<file path="config.mk">
export PLATFORM = sky130hd
export DESIGN_NAME = store_buffer
export DESIGN_NICKNAME = d
export VERILOG_FILES = /design/src/rtl/store_buffer.sv
export SDC_FILE = /design/constraint.sdc
export NUM_CORES = 1
export LEC_CHECK = 0
export CORE_UTILIZATION = 63
export CTS_CLUSTER_SIZE = 28
export DETAILED_ROUTE_END_ITERATION = 7
export HOLD_SLACK_MARGIN = 0.02
export PLACE_DENSITY_LB_ADDON = 0.2
export SYNTH_ARGS = -nofsm -noshare
export SYNTH_HDL_FRONTEND = slang
export SYNTH_SLANG_ARGS = --single-unit
</file>
<file path="constraint.sdc">
create_clock -name clk -period 11.2 [get_ports clk]
set_clock_uncertainty 0.2 [all_clocks]
set_input_delay 2.8 -clock clk [delete_from_list [all_inputs] [get_ports clk]]
set_output_delay 2.8 -clock clk [all_outputs]
set_load 0.005 [all_outputs]
</file>
<file path="src/rtl/store_buffer.sv">
// Posted-write store buffer in front of the byte-addressed data memory.
// Stores are queued in a small FIFO and drained one per cycle in program order.
// Loads go straight to memory unless they overlap a pending store. The block
// arbitrates the memory's single address port between load issue and drain.
// DMWR_*/DMRE_* values below mirror the ctrl_encode_def.v codes.
module store_buffer #(
    parameter int DEPTH = 4,
    parameter int AW    = 10
) (
    input  logic          clk,
    input  logic          rst,
    input  logic          st_valid,
    output logic          st_ready,
    input  logic [1:0]    st_type,
    input  logic [AW-1:0] st_addr,
    input  logic [31:0]   st_data,
    input  logic          ld_valid,
    input  logic [2:0]    ld_type,
    input  logic [AW-1:0] ld_addr,
    output logic          ld_stall,
    output logic          sb_empty,
    output logic [1:0]    dm_wr,
    output logic [2:0]    dm_re,
    output logic [AW-1:0] dm_addr,
    output logic [31:0]   dm_din
);

    localparam int PW = $clog2(DEPTH);
    localparam int CW = PW + 1;

    localparam logic [1:0] DMWR_NOP = 2'b00;
    localparam logic [1:0] DMWR_SW  = 2'b01;
    localparam logic [1:0] DMWR_SH  = 2'b10;
    localparam logic [1:0] DMWR_SB  = 2'b11;

    localparam logic [2:0] DMRE_NOP = 3'b000;
    localparam logic [2:0] DMRE_LW  = 3'b001;
    localparam logic [2:0] DMRE_LH  = 3'b010;
    localparam logic [2:0] DMRE_LHU = 3'b011;

    // Access size in bytes for a store code.
    function automatic logic [2:0] st_bytes(input logic [1:0] t);
        case (t)
            DMWR_SW: st_bytes = 3'd4;
            DMWR_SH: st_bytes = 3'd2;
            default: st_bytes = 3'd1;
        endcase
    endfunction

    // Access size in bytes for a load code.
    function automatic logic [2:0] ld_bytes(input logic [2:0] t);
        case (t)
            DMRE_LW:           ld_bytes = 3'd4;
            DMRE_LH, DMRE_LHU: ld_bytes = 3'd2;
            default:           ld_bytes = 3'd1;
        endcase
    endfunction

    // Byte ranges [a, a+na) and [b, b+nb) intersect; one extra bit so ends never wrap.
    function automatic logic ranges_overlap(input logic [AW-1:0] a, input logic [2:0] na,
                                            input logic [AW-1:0] b, input logic [2:0] nb);
        logic [AW:0] a_lo, a_end, b_lo, b_end;
        a_lo  = {1'b0, a};
        b_lo  = {1'b0, b};
        a_end = a_lo + {{(AW-2){1'b0}}, na};
        b_end = b_lo + {{(AW-2){1'b0}}, nb};
        ranges_overlap = (a_lo < b_end) && (b_lo < a_end);
    endfunction

    logic [1:0]    r_type [DEPTH];
    logic [AW-1:0] r_addr [DEPTH];
    logic [31:0]   r_data [DEPTH];
    logic [PW-1:0] r_wptr;
    logic [PW-1:0] r_rptr;
    logic [CW-1:0] r_count;

    logic          w_ld_live;
    logic          w_full;
    logic          w_overlap;
    logic          w_enq;
    logic          w_drain;
    logic [PW-1:0] w_scan_idx;

    assign w_full    = (r_count == CW'(DEPTH));
    assign w_ld_live = ld_valid && (ld_type != DMRE_NOP) && !rst;
    assign st_ready  = !rst && (r_count < CW'(DEPTH));
    assign sb_empty  = rst || (r_count == '0);
    assign w_enq     = st_valid && st_ready && (st_type != DMWR_NOP);

    // Compare the live load against every occupied entry, not just the head.
    always_comb begin
        w_overlap  = 1'b0;
        w_scan_idx = r_rptr;
        for (int i = 0; i < DEPTH; i++) begin
            w_scan_idx = r_rptr + PW'(i);
            if ((CW'(i) < r_count) &&
                ranges_overlap(r_addr[w_scan_idx], st_bytes(r_type[w_scan_idx]),
                               ld_addr, ld_bytes(ld_type)))
                w_overlap = 1'b1;
        end
    end

    // Address-port arbitration: hazard drain, anti-starvation drain, load issue, idle drain.
    always_comb begin
        w_drain  = 1'b0;
        ld_stall = 1'b0;
        dm_wr    = DMWR_NOP;
        dm_re    = DMRE_NOP;
        dm_addr  = '0;
        dm_din   = '0;
        if (!rst) begin
            if (w_ld_live && (w_overlap || (w_full && st_valid))) begin
                w_drain  = 1'b1;
                ld_stall = 1'b1;
            end else if (w_ld_live) begin
                dm_re   = ld_type;
                dm_addr = ld_addr;
            end else if (r_count != '0) begin
                w_drain = 1'b1;
            end
        end
        if (w_drain) begin
            dm_wr   = r_type[r_rptr];
            dm_addr = r_addr[r_rptr];
            dm_din  = r_data[r_rptr];
        end
    end

    // FIFO control: pointers and occupancy; reset discards every pending store.
    always_ff @(posedge clk) begin
        if (rst) begin
            r_wptr  <= '0;
            r_rptr  <= '0;
            r_count <= '0;
        end else begin
            if (w_enq)
                r_wptr <= r_wptr + 1'b1;
            if (w_drain)
                r_rptr <= r_rptr + 1'b1;
            case ({w_enq, w_drain})
                2'b10:   r_count <= r_count + 1'b1;
                2'b01:   r_count <= r_count - 1'b1;
                default: r_count <= r_count;
            endcase
        end
    end

    // FIFO payload: written on enqueue only; contents are don't-care when unoccupied.
    always_ff @(posedge clk) begin
        if (w_enq) begin
            r_type[r_wptr] <= st_type;
            r_addr[r_wptr] <= st_addr;
            r_data[r_wptr] <= st_data;
        end
    end

endmodule

</file>
Word-level counts from Yosys, hierarchy flattened
Memories as Yosys holds them, arrays and structs flattened. A register that Yosys moved wholly into a read port is not among the register bits. Index checks and enable logic that the tools add are counted.

Input bits: 61. Register bits after elaboration: 7. Memories: 3. RAM bits: 176. Word-level logic and storage cells: 101. Output and inout port bits: 50.

Memory list: r_data (depth 4, width 32, read ports 1, clocked after Yosys merged registers in 1, wr ports 1, line 72) `logic [31:0] r_data [DEPTH];`; r_addr (depth 4, width 10, read ports 4, clocked after Yosys merged registers in 1, wr ports 1, line 71) `logic [AW-1:0] r_addr [DEPTH];`; r_type (depth 4, width 2, read ports 4, clocked after Yosys merged registers in 1, wr ports 1, line 70) `logic [1:0] r_type [DEPTH];`.

Add/subtract/negate cells: 11. Equal/unequal tests: 14. Order comparisons: 13. Reduce and logical (&&, ||, !) cells: 24. Multiplexer cells: 33.

Operators by type and width (count): $lt 10x11->1 (8); $add 10x3->11 (5); $mux 10 (4); $pmux 3 s2 (6); $mux 32 (1); $logic_and 1x1->1 (15); $mux 2 (7); $mux 1 (12); $eq 2x1->1 const B (5); $eq 2x2->1 const B (5); $mux 3 (3); $eq 3x2->1 const B (2); $lt 1x3->1 const A (2); $lt 2x3->1 const A (2); $reduce_bool 3->1 (2); $add 2x1->2 const B (2); $add 2x2->2 const B (2); $reduce_bool 2->1 (2); $add 3x1->3 const B (1); $eq 3x1->1 const B (1); $eq 3x3->1 const B (1); $logic_not 3->1 (1); $lt 3x3->1 const B (1); $sub 3x1->3 const B (1); other kinds (3) (4).

Logic depth before layout (Yosys ltp)
Gate-level depths: netlist (run 1).

Depth after elaboration: 17. Mapped depth: 32. Gate-level depth less buffers: 26.

Worst setup path before layout (run 1)
OpenSTA, ideal clock, no wires.

Kind: input-to-output. Start point: input ld_type[1]. End point: output dm_addr[0]. Stages: 17. Data arrival time: 6371 ps. Buffers on the path: 1. Data required time: 8200 ps. Setup slack: 1829 ps. Path through: nor2b_1 > nor2_1 > ha_1 > fa_1 > a21oi_1 > nor2_1 > nand2_1 > xor2_1 > ha_1 > a41o_1 > a21oi_1 > o31a_1 > maj3_1 > a2bb2oi_1 > clkbuf_1 > nor3_1 > a311o_1.

Cells in the longest elaborated chain, start to end: 16. Elaborated cells between the ends (all ways): 34. Those cells by class: 1 x add/sub; 4 x order compare; 3 x eq/ne; 12 x mux; 14 x reduce/logical.

RTL lines: from (decl) (line 18) `input logic [2:0] ld_type,`; $eq 3x2->1 (line 52) `case (t)`; $reduce_or 2->1 (line 52); $pmux 3 s2 (line 52); $add 10x3->11 (line 66) `b_end = b_lo + {{(AW-2){1'b0}}, nb};`; $lt 10x11->1 (line 67) `ranges_overlap = (a_lo < b_end) && (b_lo < a_end);`; $logic_and 1x1->1 (line 67); $logic_and 1x1->1 (line 96) `if ((CW'(i) < r_count) &&`; $mux 1 (4 in series) (line 96); $logic_or 1x1->1 (line 112) `if (w_ld_live && (w_overlap || (w_full && st_valid))) begin`; $logic_and 1x1->1 (line 112); $mux 10 / $mux 1 (equally long branches) (line 112); $mux 10 / $mux 1 (equally long branches) (line 111) `if (!rst) begin`; $mux 10 * (line 122) `if (w_drain) begin`; to (decl) (line 24) `output logic [AW-1:0] dm_addr,`.

Every way passes the cells marked *; elsewhere a longest branch is shown, timed or not.

Final worst setup path (run 1)
Start point: input ld_type[1]. End point: output dm_addr[8].

Same word-level chain as after synthesis.

==> results by group, run 1 <==
STA
  – Max-slew headroom: 13.1%
  – Max Fclk: 92.3 MHz
  – Final period util: 96.7%
  – Worst hold slack: 0.376 ns
  – Post-layout min period: 10.83 ns
  – RSZ-0062 raised after global routing: false
  – Final hold vios: 0
  – Final Max Tran Viols: 0
  – Worst slew pin tran: 1.30 ns
  – Setup TNS: 0 ns
  – Final setup fails: 0

Clock network
  – Post-CTS Setup Inserts: 0
  – Clock Path Buffers: 2
  – Root Buffer: clkbuf_16
  – Reg clk slew, reported paths: 0.07 ns
  – Clock tree sinks: 185
  – CTS Buf Count: 17
  – H-tree Lvls: 4
  – Worst skew pair latency: 0.43 ns
  – CTS tree: yes

Logic synthesis
  – Mapped Nets: 948
  – Unique cell type count in the Yosys netlist: 74
  – Yosys top cell by area: edfxtp_1
  – Most frequent cells after synthesis: edfxtp_1, ha_1, mux4_2
  – Top-count cell post-synth: edfxtp_1
  – Synthesized cell area: 11200 sq um
  – Syn. warnings: 0
  – Async set-or-reset flop fraction in the synthesized netlist: 0%
  – Sequential area share after synthesis: 48.9%
  – Synthesized flop and latch total: 185
  – Synth area leaders: edfxtp_1, mux4_2, ha_1, nor2b_1, xor2_1
  – Gate Count Post-Synth: 794
  – Top_reg_cell synth: edfxtp_1
  – Post-synth top area share: 47.3%
  – Post-synth EDFFs: 176
  – Syn avg cell area: 14.1 sq um

Routing
  – Vias per Instance: 6.53
  – Antenna Nets Post-Route: 0
  – WL/cell: 23.5 microns
  – Routed wire length: 26.9 mm
  – DR pass1 iterations: 5
  – DRT iter0 DRCs: 524
  – DRC viols: 0
  – DR vias: 7459

Placed design
  – HPWL after detailed placement: 17.9 mm
  – Port bufs: 110
  – Routability cong.: 0.934

Worst setup path
  – Crit start category: input port
  – Largest fanout on the critical path: 11
  – Critical Path RT: 8.20 ns
  – CP Class: input port to primary output
  – WP data arrival: 7.83 ns
  – CP Capture Type: primary output

GRT
  – Grt ovf: 0
  – First-pass GRT wire length: 41.5 mm
  – Number of global-route vias before repair: 7750
  – Largest net degree at the start of global routing: 45
  – Initial antenna violation count: 0
  – Gr usage total: 30.9%

Floorplan
  – Starting Density: 64.6%
  – Die area: 18300 sq um
  – Die Span X: 135 microns
  – Total I/O pin count: 111
  – Row cnt: 48
  – Die Span Y: 135 microns
  – Core ar.: 17300 sq um

Layout
  – Area Overhead vs Synth: 16.9%
  – Layout cells sized above 1: 15.9%
  – Fillers: 1055
  – # diodes: 0
  – Fin nets: 1059

Worst hold path
  – Hold crit path type: flop to flop

Power and ir drop
  – Leak: 4.67 nW
  – Peak supply drop: 177 uV
  – Pwr dens: 236 nW/um^2

Run status
  – Status: completed

Job
  – Max Cap Viol: 0
critical path, stage by stage:
cell and delay, ns:
clkdlybuf4s50_1 0.54, nor2b_1 0.29, nor2_1 0.09, ha_1 0.23, fa_1 0.44, a21oi_2 0.27
nor2_1 0.08, nand2_1 0.08, xor2_1 0.35, ha_1 0.31, a41o_1 0.18, a21oi_1 0.15
o31a_1 0.21, maj3_1 0.19, a2bb2oi_1 0.40, or2_1 0.41, a311o_1 0.27, clkdlybuf4s50_1 0.51
flip-flops by register name (all words and copies together) (netlist names), named ones only:
register,count
r_rptr,2
r_count,3
r_wptr,2
r_type,8
r_addr,40
r_data,128
worst paths after layout:
check / start / to / slack (ns) / cells past startpoint
setup / recovery: ld_type[1] / dm_addr[8] / 0.37 / 18
hold / removal: r_wptr[1] / r_wptr[1] / 0.38 / 2
setup reg to reg: r_rptr[1] / r_count[2] / 4.01 / 22
hold reg to reg: r_wptr[1] / r_wptr[1] / 0.38 / 2
cells by family (layout without fill, tap and decap cells):
logic type / Yosys count / in the layout / share of synthesized area [%]
adder cells (fa/ha/maj): 98 / 98 / 11.2
buffers and inverters: 69 / 192 / 2.94
XOR/XNOR: 49 / 49 / 4.03
multiplexers: 85 / 85 / 15.8
AND/OR/NAND/NOR: 194 / 194 / 9.33
flip-flops: 185 / 185 / 48.9
AO/OA/AOI/OAI: 114 / 114 / 7.84
placed cells by master, fill, tap and decap left out, types with 4 or more instances in the layout:
master           instances
or2_2                    7
and2_1                  14
a221oi_1                 5
nand2_1                 38
or3_1                    5
nor3b_1                  4
and3_1                   6
mux2_2                   7
nand2b_1                 6
nor2b_1                 40
a311o_1                 11
inv_1                   37
edfxtp_1               176
o21ai_0                 14
clkdlybuf4s50_1        110
fa_1                     5
nand4_1                 11
o211ai_1                 4
and2_2                   4
xor2_1                  27
mux4_2                  72
a21oi_1                 20
nand3_1                 13
maj3_1                   4
a21o_1                  21
dfxtp_1                  6
nor3_1                  12
nor2_1                  25
buf_4                   13
inv_8                    6
clkbuf_16               17
ha_1                    88
xnor2_1                 20
mux2i_1                  6
cell type report:
class,count,area (sq um),share of cell area (%)
Clock inverter,14,150,1.15
Inverter,38,143,1.09
Sequential cell,185,5470,41.9
Timing Repair Buffer,123,1200,9.18
Multi-Input combinational cell,540,5390,41.3
Clock buffer,17,425,3.26
Tap cell,225,282,2.16
power breakdown:
part / total (mW) / switching (mW) / internal (mW) / leakage, nW
registers: 0.890 / 0.0971 / 0.793 / 1.67
logic: 1.61 / 0.821 / 0.792 / 2.73
clock network: 0.580 / 0.282 / 0.298 / 0.277
total: 3.08 / 1.20 / 1.88 / 4.67
through the flow:
step	setup WS, ns	cell area [sq um]	power, mW	util [%]	std cells
detailed placement	0.329	12500	2.49	72.2	1111
CTS	0.311	13100	3.09	75.5	1142
finish	0.368	13100	3.08	75.5	1142
floorplan	1.83	11200	2.00	-	794
global route	0.0393	13100	3.27	75.5	1142
global placement	0.484	12500	2.41	72.2	1111
metal layers:
metal,vias up,wire length (microns),global-route usage (%)
met5,-,0,0
li1,3332,-,-
met3,43,1690,5.65
met4,0,780,13.7
met1,3757,10800,38.5
met2,327,13600,52.9
repair_timing:
| action | in CTS | in global routing |
|---|---|---|
| endpoints found under the setup margin | 0 | 10 |
| hold buffers | 0 | 0 |
| resized for setup | 0 | 1 |
No activity file was read; power rests on OpenSTA's default activity.
==> run 2, diff against run 1 <==
--- a/config.mk
+++ b/config.mk
@@ -5,11 +5,14 @@
 export SDC_FILE = /design/constraint.sdc
 export NUM_CORES = 1
 export LEC_CHECK = 0
-export CORE_UTILIZATION = 63
+export CORE_UTILIZATION = 66
 export CTS_CLUSTER_SIZE = 28
 export DETAILED_ROUTE_END_ITERATION = 7
+export DONT_BUFFER_PORTS = 1
 export HOLD_SLACK_MARGIN = 0.02
 export PLACE_DENSITY_LB_ADDON = 0.2
+export SKIP_CTS_REPAIR_TIMING = 1
 export SYNTH_ARGS = -nofsm -noshare
 export SYNTH_HDL_FRONTEND = slang
 export SYNTH_SLANG_ARGS = --single-unit
+export TNS_END_PERCENT = 1
==> results by group, run 2 (synthesized netlist as in run 1, its figures left out) <==
Routing
  – Antenna Nets Post-Route: 0 (unchanged)
  – DR vias: 7004 (was 7459)
  – DRC viols: 0 (unchanged)
  – Vias per Instance: 6.83 (was 6.53)
  – Routed wire length: 25.9 mm (was 26.9 mm)
  – WL/cell: 25.3 microns (was 23.5 microns)
  – DR pass1 iterations: 4 (was 5)
  – DRT iter0 DRCs: 476 (was 524)

Layout
  – Area Overhead vs Synth: 6.94% (was 16.9%)
  – Fillers: 1041 (was 1055)
  – Number of flip-flops in the largest register: 128 (unchanged)
  – Layout cells sized above 1: 17.9% (was 15.9%)
  – Fin cells: 1026 (was 1142)
  – Commonest non-fill, non-tap cells in the layout: edfxtp_1, ha_1, mux4_2 (was edfxtp_1, clkdlybuf4s50_1, ha_1)
  – Commonest non-fill, non-tap cell in the layout: edfxtp_1 (unchanged)
  – Regs by FF count: r_data (128), r_addr (40), r_type (8) (unchanged)
  – # diodes: 0 (unchanged)
  – Top reg by flops: r_data (unchanged)
  – Fin nets: 947 (was 1059)

Worst setup path
  – Register-to-Register Path Depth: 22 (unchanged)
  – Crit start category: input port (unchanged)
  – Reg2reg end: r_count[2] (unchanged)
  – WP data arrival: 6.96 ns (was 7.83 ns)
  – R2r setup slk: 4.61 ns (was 4.01 ns)
  – Worst Setup SP: ld_type[1] (unchanged)
  – Slowest stage delay, CP: 0.58 ns (was 0.54 ns)
  – Critical Path RT: 8.20 ns (about the same)
  – Slowest-stage cell, CP: a2111oi_0 (was clkdlybuf4s50_1)
  – CP Capture Type: primary output (unchanged)
  – CP Class: input port to primary output (unchanged)
  – Crit path to: dm_addr[1] (was dm_addr[8])
  – Largest fanout on the critical path: 14 (was 11)
  – Critical R2R Launch: r_rptr[0] (was r_rptr[1])
  – Critical path cell sequence: nor2b_1 -> nor2_1 -> ha_1 -> fa_1 -> xnor2_1 -> ha_1 -> o221a_1 -> a2111oi_0 -> nor4_1 -> o2111a_1 -> a2111oi_2 -> a311o_4 -> or2_1 -> a311o_1 (was clkdlybuf4s50_1 -> nor2b_1 -> nor2_1 -> ha_1 -> fa_1 -> a21oi_2 -> nor2_1 -> nand2_1 -> xor2_1 -> ha_1 -> a41o_1 -> a21oi_1 -> o31a_1 -> maj3_1 -> a2bb2oi_1 -> or2_1 -> a311o_1 -> clkdlybuf4s50_1)
  – Most common cell on crit path: ha_1

Placed design
  – HPWL after detailed placement: 17.9 mm (about the same)
  – Port bufs: 0 (was 110)
  – Routability cong.: 0.943 (was 0.934)
  – Placed insts: 994 (was 1111)

Floorplan
  – Die area: 17500 sq um (was 18300 sq um)
  – Row cnt: 47 (was 48)
  – Total I/O pin count: 111 (unchanged)
  – Core ar.: 16600 sq um (was 17300 sq um)
  – Die Span X: 132 microns (was 135 microns)
  – Die Span Y: 132 microns (was 135 microns)
  – Starting Density: 67.4% (was 64.6%)

STA
  – Setup TNS: 0 ns (unchanged)
  – Worst slew pin tran: 0.806 ns (was 1.30 ns)
  – Final hold vios: 0 (unchanged)
  – Max Fclk: 100 MHz (was 92.3 MHz)
  – RSZ-0062 raised after global routing: false (unchanged)
  – Final Max Tran Viols: 0 (unchanged)
  – Worst hold slack: 0.387 ns (was 0.376 ns)
  – Final setup fails: 0 (unchanged)
  – Max-slew headroom: 46.3% (was 13.1%)
  – Post-layout min period: 9.96 ns (was 10.83 ns)
  – Final period util: 88.9% (was 96.7%)

GRT
  – Number of global-route vias before repair: 7382 (was 7750)
  – Initial antenna violation count: 0 (unchanged)
  – Met3 usage: 7.84% (was 5.65%)
  – Grt ovf: 0 (unchanged)
  – Global Route met2 Usage: 52.3% (was 52.9%)
  – Grt met1 use: 38.3% (was 38.5%)
  – First-pass GRT wire length: 40.3 mm (was 41.5 mm)
  – Largest net degree at the start of global routing: 45 (unchanged)
  – GR peak layer: met2 (unchanged)
  – Gr usage total: 31.3% (was 30.9%)

Clock network
  – CTS Buf Count: 17 (unchanged)
  – Worst skew pair latency: 0.42 ns (was 0.43 ns)
  – Clock tree sinks: 185 (unchanged)
  – Clock Path Buffers: 2 (unchanged)
  – H-tree Lvls: 4 (unchanged)
  – Reg clk slew, reported paths: 0.07 ns (about the same)
  – Root Buffer: clkbuf_16 (unchanged)
  – CTS tree: yes (unchanged)

Worst hold path
  – Hold crit path type: flop to flop (unchanged)
  – Hold Path Depth: 2 (unchanged)

Job
  – Max Cap Viol: 0 (unchanged)

Run status
  – Status: completed (unchanged)

Power and ir drop
  – Leak: 4.26 nW (was 4.67 nW)
  – Peak supply drop: 217 uV (was 177 uV)
  – Pwr dens: 244 nW/um^2 (was 236 nW/um^2)
## run 2: cell types whose count changed in the layout (fill, tap and decap cells not counted), sizes merged
cell | previous run | this run
inv | 45 | 47
clkinvlp | 2 | 1
buf | 13 | 11
clkdlybuf4s50 | 110 | 0
## run 2: power by group
part / internal (mW) / leakage [nW] / switching, mW
clock: 0.302 / 0.289 / 0.280
sequential: 0.793 / 1.67 / 0.0354
combinational: 0.667 / 2.30 / 0.840
## run 2: critical path: cells and delay by family
kind            cells  cell delay, ns
compound gates      6            1.86
fa+ha+maj           3            0.98
simple gates        4            0.87
xor+xnor            1            0.44
## run 2: how the worst min path moves through the flow
stage,start,endpoint,slack (ns)
floorplan,r_wptr[1],r_wptr[1],0.31
global placement,r_wptr[1],r_wptr[1],0.33
detailed placement,r_wptr[1],r_wptr[1],0.37
CTS,r_wptr[0],r_wptr[0],0.39
global route,r_wptr[0],r_wptr[0],0.43
finish,r_wptr[0],r_wptr[0],0.39
## run 2: layer usage
metal	routed length, microns	part of all wire (%)
met4	960	3.7
met3	1870	7.2
met2	13100	50
met5	0	0
met1	10100	39
## run 2: area by class of cell
| type | count | area [sq um] | share of cell area (%) |
|---|---|---|---|
| Multi-Input combinational cell | 540 | 5390 | 45.1 |
| Inverter | 38 | 143 | 1.19 |
| Sequential cell | 185 | 5470 | 45.8 |
| Timing Repair Buffer | 11 | 82.6 | 0.691 |
| Tap cell | 220 | 275 | 2.30 |
| Clock inverter | 15 | 170 | 1.42 |
| Clock buffer | 17 | 425 | 3.56 |
## run 2: through the flow
stage          area (sq um)  power (mW)  setup WS [ns]  utilization, %
3_5_place_dp          11400        2.32           1.26            68.5
3_3_place_gp          11400        2.24           1.44            68.5
6_report              12000        2.92           1.24            72.1
4_1_cts               12000        2.91           1.24            72.1
2_1_floorplan         11200        2.00           1.83               -
5_1_grt               12000        3.10          0.933            72.1
==> run 3, diff against run 2 <==
--- a/config.mk
+++ b/config.mk
@@ -5,7 +5,7 @@
 export SDC_FILE = /design/constraint.sdc
 export NUM_CORES = 1
 export LEC_CHECK = 0
-export CORE_UTILIZATION = 66
+export CORE_UTILIZATION = 65
 export CTS_CLUSTER_SIZE = 28
 export DETAILED_ROUTE_END_ITERATION = 7
 export DONT_BUFFER_PORTS = 1
==> constraint.sdc (replaced) <==
create_clock -name clk -period 10 [get_ports clk]
set_clock_uncertainty 0.2 [all_clocks]
set_input_delay 2.5 -clock clk [delete_from_list [all_inputs] [get_ports clk]]
set_output_delay 2.5 -clock clk [all_outputs]
set_load 0.005 [all_outputs]
==> results by group, run 3 (synthesized netlist as in run 1, its figures left out) <==
Layout
  – Fin nets: 947 (unchanged)
  – Commonest non-fill, non-tap cells in the layout: edfxtp_1, ha_1, mux4_2 (unchanged)
  – Finished Core Util: 71.5% (was 72.1%)
  – Commonest non-fill, non-tap cell in the layout: edfxtp_1 (unchanged)
  – Fin cells: 1026 (unchanged)
  – Layout cells sized above 1: 17.7% (was 17.9%)
  – Regs by FF count: r_data (128), r_addr (40), r_type (8) (unchanged)
  – Top reg by flops: r_data (unchanged)
  – Area Overhead vs Synth: 6.89% (was 6.94%)
  – Design Area, Final: 11900 sq um (was 12000 sq um)
  – Number of flip-flops in the largest register: 128 (unchanged)
  – # diodes: 0 (unchanged)

Power and ir drop
  – Peak supply drop: 163 uV (was 217 uV)
  – Sw frac: 39.9% (was 39.6%)
  – Pwr dens: 274 nW/um^2 (was 244 nW/um^2)
  – Seq pwr share: 29.4% (was 28.4%)
  – Int Power: 1.97 mW (was 1.76 mW)
  – Clock share of power: 20.2% (was 19.9%)
  – Leak: 4.26 nW (about the same)
  – Total Power: 3.28 mW (was 2.92 mW)
  – NetSw: 1.31 mW (was 1.16 mW)
  – Comb pwr share: 50.5% (was 51.7%)

Worst setup path
  – WP data arrival: 6.68 ns (was 6.96 ns)
  – Register-to-Register Path Depth: 22 (unchanged)
  – Critical Path RT: 7.30 ns (was 8.20 ns)
  – Largest fanout on the critical path: 14 (unchanged)
  – Crit start category: input port (unchanged)
  – CP Capture Type: primary output (unchanged)
  – R2r setup slk: 3.61 ns (was 4.61 ns)
  – CP Class: input port to primary output (unchanged)
  – Reg2reg end: r_count[2] (unchanged)

GRT
  – Largest net degree at the start of global routing: 45 (unchanged)
  – Gr usage total: 32.0% (was 31.3%)
  – Number of global-route vias before repair: 7310 (was 7382)
  – Grt ovf: 0 (unchanged)
  – First-pass GRT wire length: 41.5 mm (was 40.3 mm)
  – Initial antenna violation count: 1 (was 0)

Worst hold path
  – Hold Path End: r_wptr[1] (was r_wptr[0])
  – Hold crit path type: flop to flop (unchanged)
  – Min-Delay Startpoint: r_wptr[1] (was r_wptr[0])
  – Hold Path Depth: 2 (unchanged)

Clock network
  – Root Buffer: clkbuf_16 (unchanged)
  – Reg clk slew, reported paths: 0.08 ns (was 0.07 ns)
  – Worst skew pair latency: 0.43 ns (was 0.42 ns)
  – Clock tree sinks: 185 (unchanged)
  – Clock Path Buffers: 2 (unchanged)
  – CTS Buf Count: 17 (unchanged)
  – CTS tree: yes (unchanged)
  – H-tree Lvls: 4 (unchanged)

STA
  – RSZ-0062 raised after global routing: false (unchanged)
  – Final period util: 93.8%
  – Final WS setup: 0.619 ns (was 1.24 ns)
  – Max-slew headroom: 28.0% (was 46.3%)
  – Worst slew pin tran: 1.07 ns (was 0.806 ns)
  – Worst hold slack: 0.369 ns (was 0.387 ns)
  – Final setup fails: 0 (unchanged)
  – Max Fclk: 107 MHz
  – Setup TNS: 0 ns (unchanged)
  – Post-layout min period: 9.38 ns
  – Final hold vios: 0 (unchanged)
  – Final Max Tran Viols: 0 (unchanged)

Job
  – Max Cap Viol: 0 (unchanged)

Placed design
  – Routability cong.: 0.908 (was 0.943)
  – Worst slack at placement: 0.684 ns (was 1.26 ns)
  – Port bufs: 0 (unchanged)
  – Placed cell area: 11400 sq um (about the same)
  – HPWL after detailed placement: 18.0 mm (was 17.9 mm)
  – Placed insts: 994 (unchanged)

Floorplan
  – Die Span X: 133 microns (was 132 microns)
  – Row cnt: 47 (unchanged)
  – Die Span Y: 133 microns (was 132 microns)
  – Total I/O pin count: 111 (unchanged)
  – Die area: 17700 sq um (was 17500 sq um)
  – Starting Density: 66.9% (was 67.4%)
  – Core ar.: 16700 sq um (was 16600 sq um)

Routing
  – Vias per Instance: 6.81 (was 6.83)
  – DRC viols: 0 (unchanged)
  – Routed wire length: 27.0 mm (was 25.9 mm)
  – DR vias: 6987 (was 7004)
  – Antenna Nets Post-Route: 0 (unchanged)
  – DR pass1 iterations: 5 (was 4)
  – DRT iter0 DRCs: 545 (was 476)
  – WL/cell: 26.3 microns (was 25.3 microns)

Run status
  – Status: completed (unchanged)
## run 3: cell type report
cell class,count,area (sq um)
sequential,185,5470
timing repair buffer,11,82.6
tap,220,275
multi-input combinational,540,5390
fill,1045,4760
clock buffer,18,429
clock inverter,14,158
inverter,38,143
## run 3: worst max path at each step
stage	endpoint	from	slack, ns	depth (start not counted)
after detailed placement	dm_addr[0]	ld_type[1]	0.68	16
after global placement	dm_addr[7]	ld_type[1]	0.85	16
after global routing	dm_addr[0]	ld_type[1]	0.36	15
final	dm_addr[0]	ld_type[1]	0.62	16
after floorplan	dm_addr[0]	ld_type[1]	1.23	17
after CTS	dm_addr[0]	ld_type[1]	0.66	16
## run 3: critical path: stages
cell	delay [ns]
nor2b_1	0.28
nor2_1	0.10
ha_1	0.24
fa_1	0.42
a21oi_1	0.37
nor2_1	0.10
nand2_1	0.10
xor2_1	0.37
ha_1	0.21
o21ai_0	0.08
nor4_1	0.27
o2111a_1	0.24
a2111oi_2	0.05
a311o_4	0.47
or2_1	0.41
a311o_1	0.44
## run 3: power groups by stage
stage	clock network, mW	logic (mW)	registers [mW]
finish	0.661	1.65	0.962
global route	0.695	1.81	0.976
CTS	0.670	1.65	0.968
detailed placement	0	1.62	0.984
global placement	0	1.54	0.981
floorplan	0	1.32	0.916
## run 3: per-layer routing
metal  track usage, %  vias to the layer above  wire length (microns)
met4             12.3                        0                    747
met2             54.5                      303                  13700
met1             40.3                     3533                  10500
met3             7.19                       46                   2010
li1                 -                     3105                      -
met5                0                        -                      0
